### src/rtl/sha256_compress_pipe.sv
// SHA-256 compression engine: one 64-round compression per request at R rounds per clock,
// with optional midstate chaining and an internal second (double-SHA) pass over the digest.
module sha256_compress_pipe #(
  parameter int ROUNDS_PER_CYCLE = 1,
  parameter bit DOUBLE_EN        = 1'b1
) (
  input  logic         clk,
  input  logic         rst,
  input  logic         start,
  output logic         ready,
  input  logic         chain,
  input  logic         dbl_req,
  input  logic [511:0] block_in,
  input  logic [255:0] state_in,
  output logic [255:0] digest,
  output logic         done
);

  localparam int R = ROUNDS_PER_CYCLE;
  localparam logic [6:0] LAST_CNT = 7'(64 - R);
  localparam logic [255:0] IV = 256'h6a09e667_bb67ae85_3c6ef372_a54ff53a_510e527f_9b05688c_1f83d9ab_5be0cd19;
  localparam logic [31:0] K [64] = '{
    32'h428a2f98, 32'h71374491, 32'hb5c0fbcf, 32'he9b5dba5, 32'h3956c25b, 32'h59f111f1, 32'h923f82a4, 32'hab1c5ed5,
    32'hd807aa98, 32'h12835b01, 32'h243185be, 32'h550c7dc3, 32'h72be5d74, 32'h80deb1fe, 32'h9bdc06a7, 32'hc19bf174,
    32'he49b69c1, 32'hefbe4786, 32'h0fc19dc6, 32'h240ca1cc, 32'h2de92c6f, 32'h4a7484aa, 32'h5cb0a9dc, 32'h76f988da,
    32'h983e5152, 32'ha831c66d, 32'hb00327c8, 32'hbf597fc7, 32'hc6e00bf3, 32'hd5a79147, 32'h06ca6351, 32'h14292967,
    32'h27b70a85, 32'h2e1b2138, 32'h4d2c6dfc, 32'h53380d13, 32'h650a7354, 32'h766a0abb, 32'h81c2c92e, 32'h92722c85,
    32'ha2bfe8a1, 32'ha81a664b, 32'hc24b8b70, 32'hc76c51a3, 32'hd192e819, 32'hd6990624, 32'hf40e3585, 32'h106aa070,
    32'h19a4c116, 32'h1e376c08, 32'h2748774c, 32'h34b0bcb5, 32'h391c0cb3, 32'h4ed8aa4a, 32'h5b9cca4f, 32'h682e6ff3,
    32'h748f82ee, 32'h78a5636f, 32'h84c87814, 32'h8cc70208, 32'h90befffa, 32'ha4506ceb, 32'hbef9a3f7, 32'hc67178f2
  };

  if (!(R == 1 || R == 2 || R == 4 || R == 8)) begin : g_bad_rounds
    $error("ROUNDS_PER_CYCLE must be 1, 2, 4 or 8");
  end

  function automatic logic [31:0] rotr(input logic [31:0] x, input int n);
    return (x >> n) | (x << (32 - n));
  endfunction
  function automatic logic [31:0] bsig0(input logic [31:0] x);
    return rotr(x, 2) ^ rotr(x, 13) ^ rotr(x, 22);
  endfunction
  function automatic logic [31:0] bsig1(input logic [31:0] x);
    return rotr(x, 6) ^ rotr(x, 11) ^ rotr(x, 25);
  endfunction
  function automatic logic [31:0] ssig0(input logic [31:0] x);
    return rotr(x, 7) ^ rotr(x, 18) ^ (x >> 3);
  endfunction
  function automatic logic [31:0] ssig1(input logic [31:0] x);
    return rotr(x, 17) ^ rotr(x, 19) ^ (x >> 10);
  endfunction

  typedef enum logic [1:0] {IDLE = 2'd0, ROUND = 2'd1, FINAL = 2'd2} state_t;

  state_t      state_r, next_s;
  logic [6:0]  cnt_r;
  logic        dbl_pending_r;
  logic [31:0] init_r [8];
  logic [31:0] wv_r [8];
  logic [31:0] w_r [16];
  logic [31:0] w_next_s [16];
  logic [31:0] wv_next_s [8];
  logic [31:0] sum_s [8];
  logic [255:0] digest_r;
  logic        done_r;

  assign ready  = (state_r == IDLE);
  assign digest = digest_r;
  assign done   = done_r;

  // FSM state register
  always_ff @(posedge clk) begin
    if (rst) state_r <= IDLE;
    else     state_r <= next_s;
  end

  // FSM next-state decode
  always_comb begin
    next_s = state_r;
    case (state_r)
      IDLE:    if (start) next_s = ROUND; else next_s = IDLE;
      ROUND:   if (cnt_r == LAST_CNT) next_s = FINAL; else next_s = ROUND;
      FINAL:   if (dbl_pending_r) next_s = ROUND; else next_s = IDLE;
      default: next_s = IDLE;
    endcase
  end

  // R chained rounds plus R new schedule words; the window slides by R each cycle
  always_comb begin : round_logic
    logic [31:0] ext [16+R];
    logic [31:0] v [8];
    logic [31:0] t1, t2;
    t1 = 32'h0;
    t2 = 32'h0;
    for (int i = 0; i < 16; i++) ext[i] = w_r[i];
    for (int k = 0; k < R; k++)
      ext[16+k] = ssig1(ext[14+k]) + ext[9+k] + ssig0(ext[1+k]) + ext[k];
    for (int i = 0; i < 8; i++) v[i] = wv_r[i];
    for (int j = 0; j < R; j++) begin
      t1 = v[7] + bsig1(v[4]) + ((v[4] & v[5]) ^ (~v[4] & v[6])) + K[cnt_r[5:0] + 6'(j)] + ext[j];
      t2 = bsig0(v[0]) + ((v[0] & v[1]) ^ (v[0] & v[2]) ^ (v[1] & v[2]));
      v[7] = v[6]; v[6] = v[5]; v[5] = v[4]; v[4] = v[3] + t1;
      v[3] = v[2]; v[2] = v[1]; v[1] = v[0]; v[0] = t1 + t2;
    end
    for (int i = 0; i < 16; i++) w_next_s[i] = ext[i+R];
    for (int i = 0; i < 8; i++) wv_next_s[i] = v[i];
  end

  // Feed-forward of the chaining value
  always_comb begin
    for (int i = 0; i < 8; i++) sum_s[i] = init_r[i] + wv_r[i];
  end

  // Datapath: capture on accept, iterate rounds, finalize or reload for the second pass
  always_ff @(posedge clk) begin
    if (rst) begin
      cnt_r         <= 7'd0;
      dbl_pending_r <= 1'b0;
      digest_r      <= 256'h0;
      done_r        <= 1'b0;
      for (int i = 0; i < 8; i++) begin
        init_r[i] <= 32'h0;
        wv_r[i]   <= 32'h0;
      end
      for (int i = 0; i < 16; i++) w_r[i] <= 32'h0;
    end else begin
      done_r <= 1'b0;
      case (state_r)
        IDLE: begin
          if (start) begin
            cnt_r         <= 7'd0;
            dbl_pending_r <= DOUBLE_EN & dbl_req;
            for (int i = 0; i < 8; i++) begin
              init_r[i] <= chain ? state_in[255-32*i -: 32] : IV[255-32*i -: 32];
              wv_r[i]   <= chain ? state_in[255-32*i -: 32] : IV[255-32*i -: 32];
            end
            for (int i = 0; i < 16; i++) w_r[i] <= block_in[511-32*i -: 32];
          end
        end
        ROUND: begin
          cnt_r <= cnt_r + 7'(R);
          for (int i = 0; i < 16; i++) w_r[i] <= w_next_s[i];
          for (int i = 0; i < 8; i++) wv_r[i] <= wv_next_s[i];
        end
        FINAL: begin
          if (dbl_pending_r) begin
            // Second pass hashes the 32-byte first digest as one padded block from the IV
            cnt_r         <= 7'd0;
            dbl_pending_r <= 1'b0;
            for (int i = 0; i < 8; i++) begin
              w_r[i]    <= sum_s[i];
              init_r[i] <= IV[255-32*i -: 32];
              wv_r[i]   <= IV[255-32*i -: 32];
            end
            w_r[8] <= 32'h80000000;
            for (int i = 9; i < 15; i++) w_r[i] <= 32'h0;
            w_r[15] <= 32'h00000100;
          end else begin
            for (int i = 0; i < 8; i++) digest_r[255-32*i -: 32] <= sum_s[i];
            done_r <= 1'b1;
          end
        end
        default: cnt_r <= 7'd0;
      endcase
    end
  end

endmodule

### config.mk
export PLATFORM = sky130hd
export DESIGN_NAME = sha256_compress_pipe
export DESIGN_NICKNAME = d
export VERILOG_FILES = /design/src/rtl/sha256_compress_pipe.sv
export SDC_FILE = /design/constraint.sdc
export NUM_CORES = 2
export LEC_CHECK = 0
export BUFFER_PORTS_ARGS = -buffer_cell sky130_fd_sc_hd__buf_2
export CELL_PAD_IN_SITES_DETAIL_PLACEMENT = 1
export CELL_PAD_IN_SITES_GLOBAL_PLACEMENT = 1
export CORE_AREA = 2 2 445 447
export DETAILED_ROUTE_END_ITERATION = 8
export DIE_AREA = 0 0 447 449
export GPL_TIMING_DRIVEN = 0
export PLACE_DENSITY_LB_ADDON = 0.1
export SYNTH_ARGS = -nofsm -noshare
export SYNTH_HDL_FRONTEND = slang
export SYNTH_SLANG_ARGS = --single-unit
export TNS_END_PERCENT = 30
### constraint.sdc
create_clock -name clk -period 8.4 [get_ports clk]
set_clock_uncertainty 0.05 [all_clocks]
set_input_delay 0.84 -clock clk [delete_from_list [all_inputs] [get_ports clk]]
set_output_delay 0.84 -clock clk [all_outputs]
set_load 0.02 [all_outputs]
# Word-level counts from Yosys, hierarchy flattened
# Memory sizes are Yosys's and may differ from the RTL's.
# Cells that the tools add are included.
[word_totals]
ff_bits = 267
mem_bits_rw = 1024
romBits = 2048
input_bits = 773
output_inout_bits = 258
wordCells = 279
memories = 4
[mem_list]
columns = ["memory", "depth", "width", "rd", "rd_ports_with_merged_regs", "write_ports", "line_no", "rtl"]
rows = [
  ["(name not given)", 64, 32, 1, 0, 0, "100", "t1 = v[7] + bsig1(v[4]) + ((v[4] & v[5]) ^ (~v[4] & v[6])) + K[cnt_r[5:0] + 6'(j)] + ext[j];"],
  ["w_r", 16, 32, 16, 0, 16, "60", "logic [31:0] w_r [16];"],
  ["init_r", 8, 32, 8, 0, 8, "58", "logic [31:0] init_r [8];"],
  ["wv_r", 8, 32, 8, 0, 8, "59", "logic [31:0] wv_r [8];"],
]
[op_classes]
n_addsub = 19
magnitude_cmp = 1
n_eq_ne = 5
n_mux = 121
bitwise_logic = 118
n_reduce_logical = 6
[op_table]
columns = ["operator", "count"]
rows = [
  ["$mux W32", 98],
  ["$add A32 B32 Y32", 18],
  ["$xor A32 B32 Y32", 9],
  ["$and A32 B32 Y32", 5],
  ["$or A1 B1 Y1", 88],
  ["$not A32 Y32", 1],
  ["$or A10 B32 Y32", 1],
  ["$or A13 B32 Y32", 1],
  ["$or A14 B32 Y32", 1],
  ["$or A15 B32 Y32", 1],
  ["$or A19 B32 Y32", 1],
  ["$or A21 B32 Y32", 1],
  ["$or A25 B32 Y32", 1],
  ["$or A26 B32 Y32", 1],
  ["$or A30 B32 Y32", 1],
  ["$or A7 B32 Y32", 1],
  ["$xor A32 B22 Y32", 1],
  ["$xor A32 B29 Y32", 1],
  ["$pmux W7 S3", 1],
  ["$mux W1", 17],
  ["$mux W7", 2],
  ["$add A7 B1 Y7 const B", 1],
  ["$eq A7 B6 Y1 const B", 1],
  ["$ge A7 B7 Y1 const B", 1],
  ["other kinds (12)", 16],
]

# Longest topological paths before layout
# An unclocked memory read counts as a cell.
[depth]
ltp_word = 11
mapped_depth = 42
mapped_depth_nobuf = 40

# Worst setup path before layout
# No wires, ideal clock.
[synth_path]
path_type = "input to register"
start = "input port rst"
end = "memory w_r[3][4], in the netlist w_r[0][100], enable pin"
setup_ps = 2308
t_arrival_ps = 6750
required_ps = 6042
slack_ps = -707
stages = 5
path_buffers = 3
cell_sequence = "clkbuf_1 > clkbuf_1 > nor2_1 > clkbuf_1 > nand3_1"
[synth_lines]
columns = ["element", "line_no", "rtl"]
rows = [
  ["from (decl)", "8", "input logic rst,"],
  ["to (decl)", "60", ""],
]

==> out/metrics.yaml <==
critPathMaxFanout: 6
insertion_delay_ps: 860
grt_pass1_wl_um: 685000
dr_total_vias: 85800
layout_commonest_cell: "nand2_1"
drt_wl_total_um: 518000
hold_viol: 0
crit_family: "compound AO/OA/AOI/OAI gates"
ys_ff_latch: 1291
slowest_stage: "fa_1"
grtUsageTotal_pct: 49.7
ys_seq_area_share_pct: 39.2
numPortBuffers: 1029
holdBufCountCts: 0
reg2reg_from: "cnt_r[0]"
fin_crit_ps: 9200
crit_type: "register to register"
synth-async-reset-ratio_pct: 0
min_to: "init_r[1][10]"
post_dp_cell_area_mm2: 0.0888
place_congestion: 1.07
core-area_mm2: 0.196
ys.flop_type: "dfxtp_1"
grt-ovfl-total: 0
die_w_um: 447
first_pass_iters: 9
synthesis.area_mm2: 0.0799
antenna_found_initial: 82
synth_edf_count: 547
failed_checks: "DRC, capacitance limit, slew limit, setup timing"
syn_nets: 10500
cts_tree: "built"
slew_headroom_pct: -16.9
postSynthCellCount: 9098
clock_sinks: 1291
final_cell_mix: "nand2_1 (1049), buf_2 (1042), a21oi_1 (981)"
dieArea_mm2: 0.201
hp-start: "state_in[106]"
synth_cell_type_count: 94
boundaryPins: 1031
grt_max_degree: 63
dp_hpwl_um: 416000
die_h_um: 449
post-route-cell-area_mm2: 0.0977
avgSynthCellArea_um2: 8.78
clkTransAtPathRegs_ps: 70
min_path_cells: 3
maxCapViolCount: 18
r2r_cells: 38
finalSetupViolCount: 27
fp-row-count: 163
fin_crit_sh_pct: 109
cts_buffer_depth: 3
setup.worst_path.start_class: "register"
cp-startpoint: "cnt_r[0]"
final_nets: 11800
slew_violations: 161
drive_gt1_share_pct: 17.7
viasPerCell: 6.46
end_kind: "register"
r2r_end: "wv_r[0][29]"
cts-root-buf: "clkbuf_16"
fin_ws_ps: -795
grt_pass1_vias: 84200
reg2reg_slack_ps: -800
yosysWarnings: 0
path_buf_inv: 8
area.growth.synth_to_final_pct: 22.3
status: "complete, but fails checks"
cp.arrival_ps: 9840
hold_path.class: "primary input to register"
numCtsBuffers: 152
crit_path_max_incr_delay_ps: 580
rsz0062_at_grt: "true"
initial_core_util_pct: 40.7
drtIter0Drc: 11000
remaining_drc_errors: 6
worst_slew_pin_slew_ps: 1730
wire_per_inst_um: 39.0
fmax_mhz: 109
drtAntennaViolNets: 0
critical_path_required_ps: 9040
ctsHtreeMaxLevel: 4
-- what timing repair did --
action	4_1_cts	5_1_grt
resized for setup	394	131
buffers inserted	100	35
cloned	1	0
setup endpoints to repair	62	33
pin swaps	106	91
-- sequential cells by signal (all words and copies together), names as in the netlist --
signal,flops
state_r,2
wv_r,256
cnt_r,7
dbl_pending_r,1
init_r,256
digest,256
done,1
w_r,512
-- synthesized netlist by cell type, drive strengths merged, types with 50 or more instances --
cell type	count	area share (%)
o21ai	657	4.1
mux2i	153	1.9
clkbuf	568	2.7
fa	195	4.9
a21oi	1018	6.4
dfxtp	744	19
a31oi	64	0.50
inv	440	2.1
edfxtp	547	21
o211ai	66	0.62
buf	78	0.37
nor2	713	3.4
nand2b	50	0.39
a22oi	185	1.7
o21bai	56	0.53
and3	111	0.87
a21o	261	2.5
o21a	55	0.52
a211oi	88	0.83
a222oi	100	1.3
nand3	197	1.2
xnor2	403	4.4
ha	393	6.2
xor2	180	2.0
nor3	230	1.4
nand2	1068	5.0
-- worst reg2reg max path: cells and delay by family (launching register included) --
kind	cells	cell delay [ps]
AO/OA/AOI/OAI	18	3360
XOR/XNOR	1	430
adder cells (fa/ha/maj)	7	3060
buffers and inverters	8	850
flip-flops	1	400
AND/OR/NAND/NOR	4	910
-- metrics by stage --
step	util, %	hold slack [ps]	std cells	setup TNS [ps]	worst slack [ps]
3_3_place_gp	45.0	384	12800	-1192450	-5170
2_1_floorplan	-	376	9098	-370	-155
4_1_cts	49.3	238	13200	-752	-184
6_report	49.8	253	13300	-9420	-795
5_1_grt	49.7	262	13200	-15070	-949
3_5_place_dp	45.3	395	12800	-201100	-5260
-- cell type report --
type	instances	area (um2)
antenna	67	168
buffer	640	2640
clock buffer	225	4500
clock inverter	56	732
fill	23100	98500
inverter	443	1700
multi-input combinational	6718	46500
sequential	1291	31300
tap	2640	3300
timing repair buffer	1186	6840
timing repair inverter	1	11.3
-- logic make-up after synthesis --
kind of cell | count (synthesis) | share of synthesized area, %
buffers and inverters | 1089 | 5.12
flip-flops | 1291 | 39.2
AND/OR/NAND/NOR | 2573 | 14.0
AO/OA/AOI/OAI | 2782 | 21.6
XOR/XNOR | 583 | 6.39
adder cells (fa/ha/maj) | 591 | 11.1
multiplexers | 189 | 2.59
-- metal layers --
layer  routed length, um  vias to the layer above  track usage (%)
li1                    -                    35000                -
met1              181000                    42700             57.1
met2              219000                     6084             73.1
met3               57900                     1895             14.7
met4               59900                       40             48.0
met5                 278                        -                0
-- worst max path at each step --
stage             endpoint  slack [ps]  depth (start not counted)
4_1_cts        wv_r[0][29]        -180                         40
2_1_floorplan  wv_r[0][29]        -160                         40
3_5_place_dp   wv_r[0][29]       -5260                         40
6_report       wv_r[0][29]        -800                         38
3_3_place_gp   wv_r[0][29]       -5170                         40
5_1_grt        wv_r[0][29]        -950                         39
Power is not shown: default switching activity piles up to over one toggle a cycle in this logic, so the estimate is an artifact.
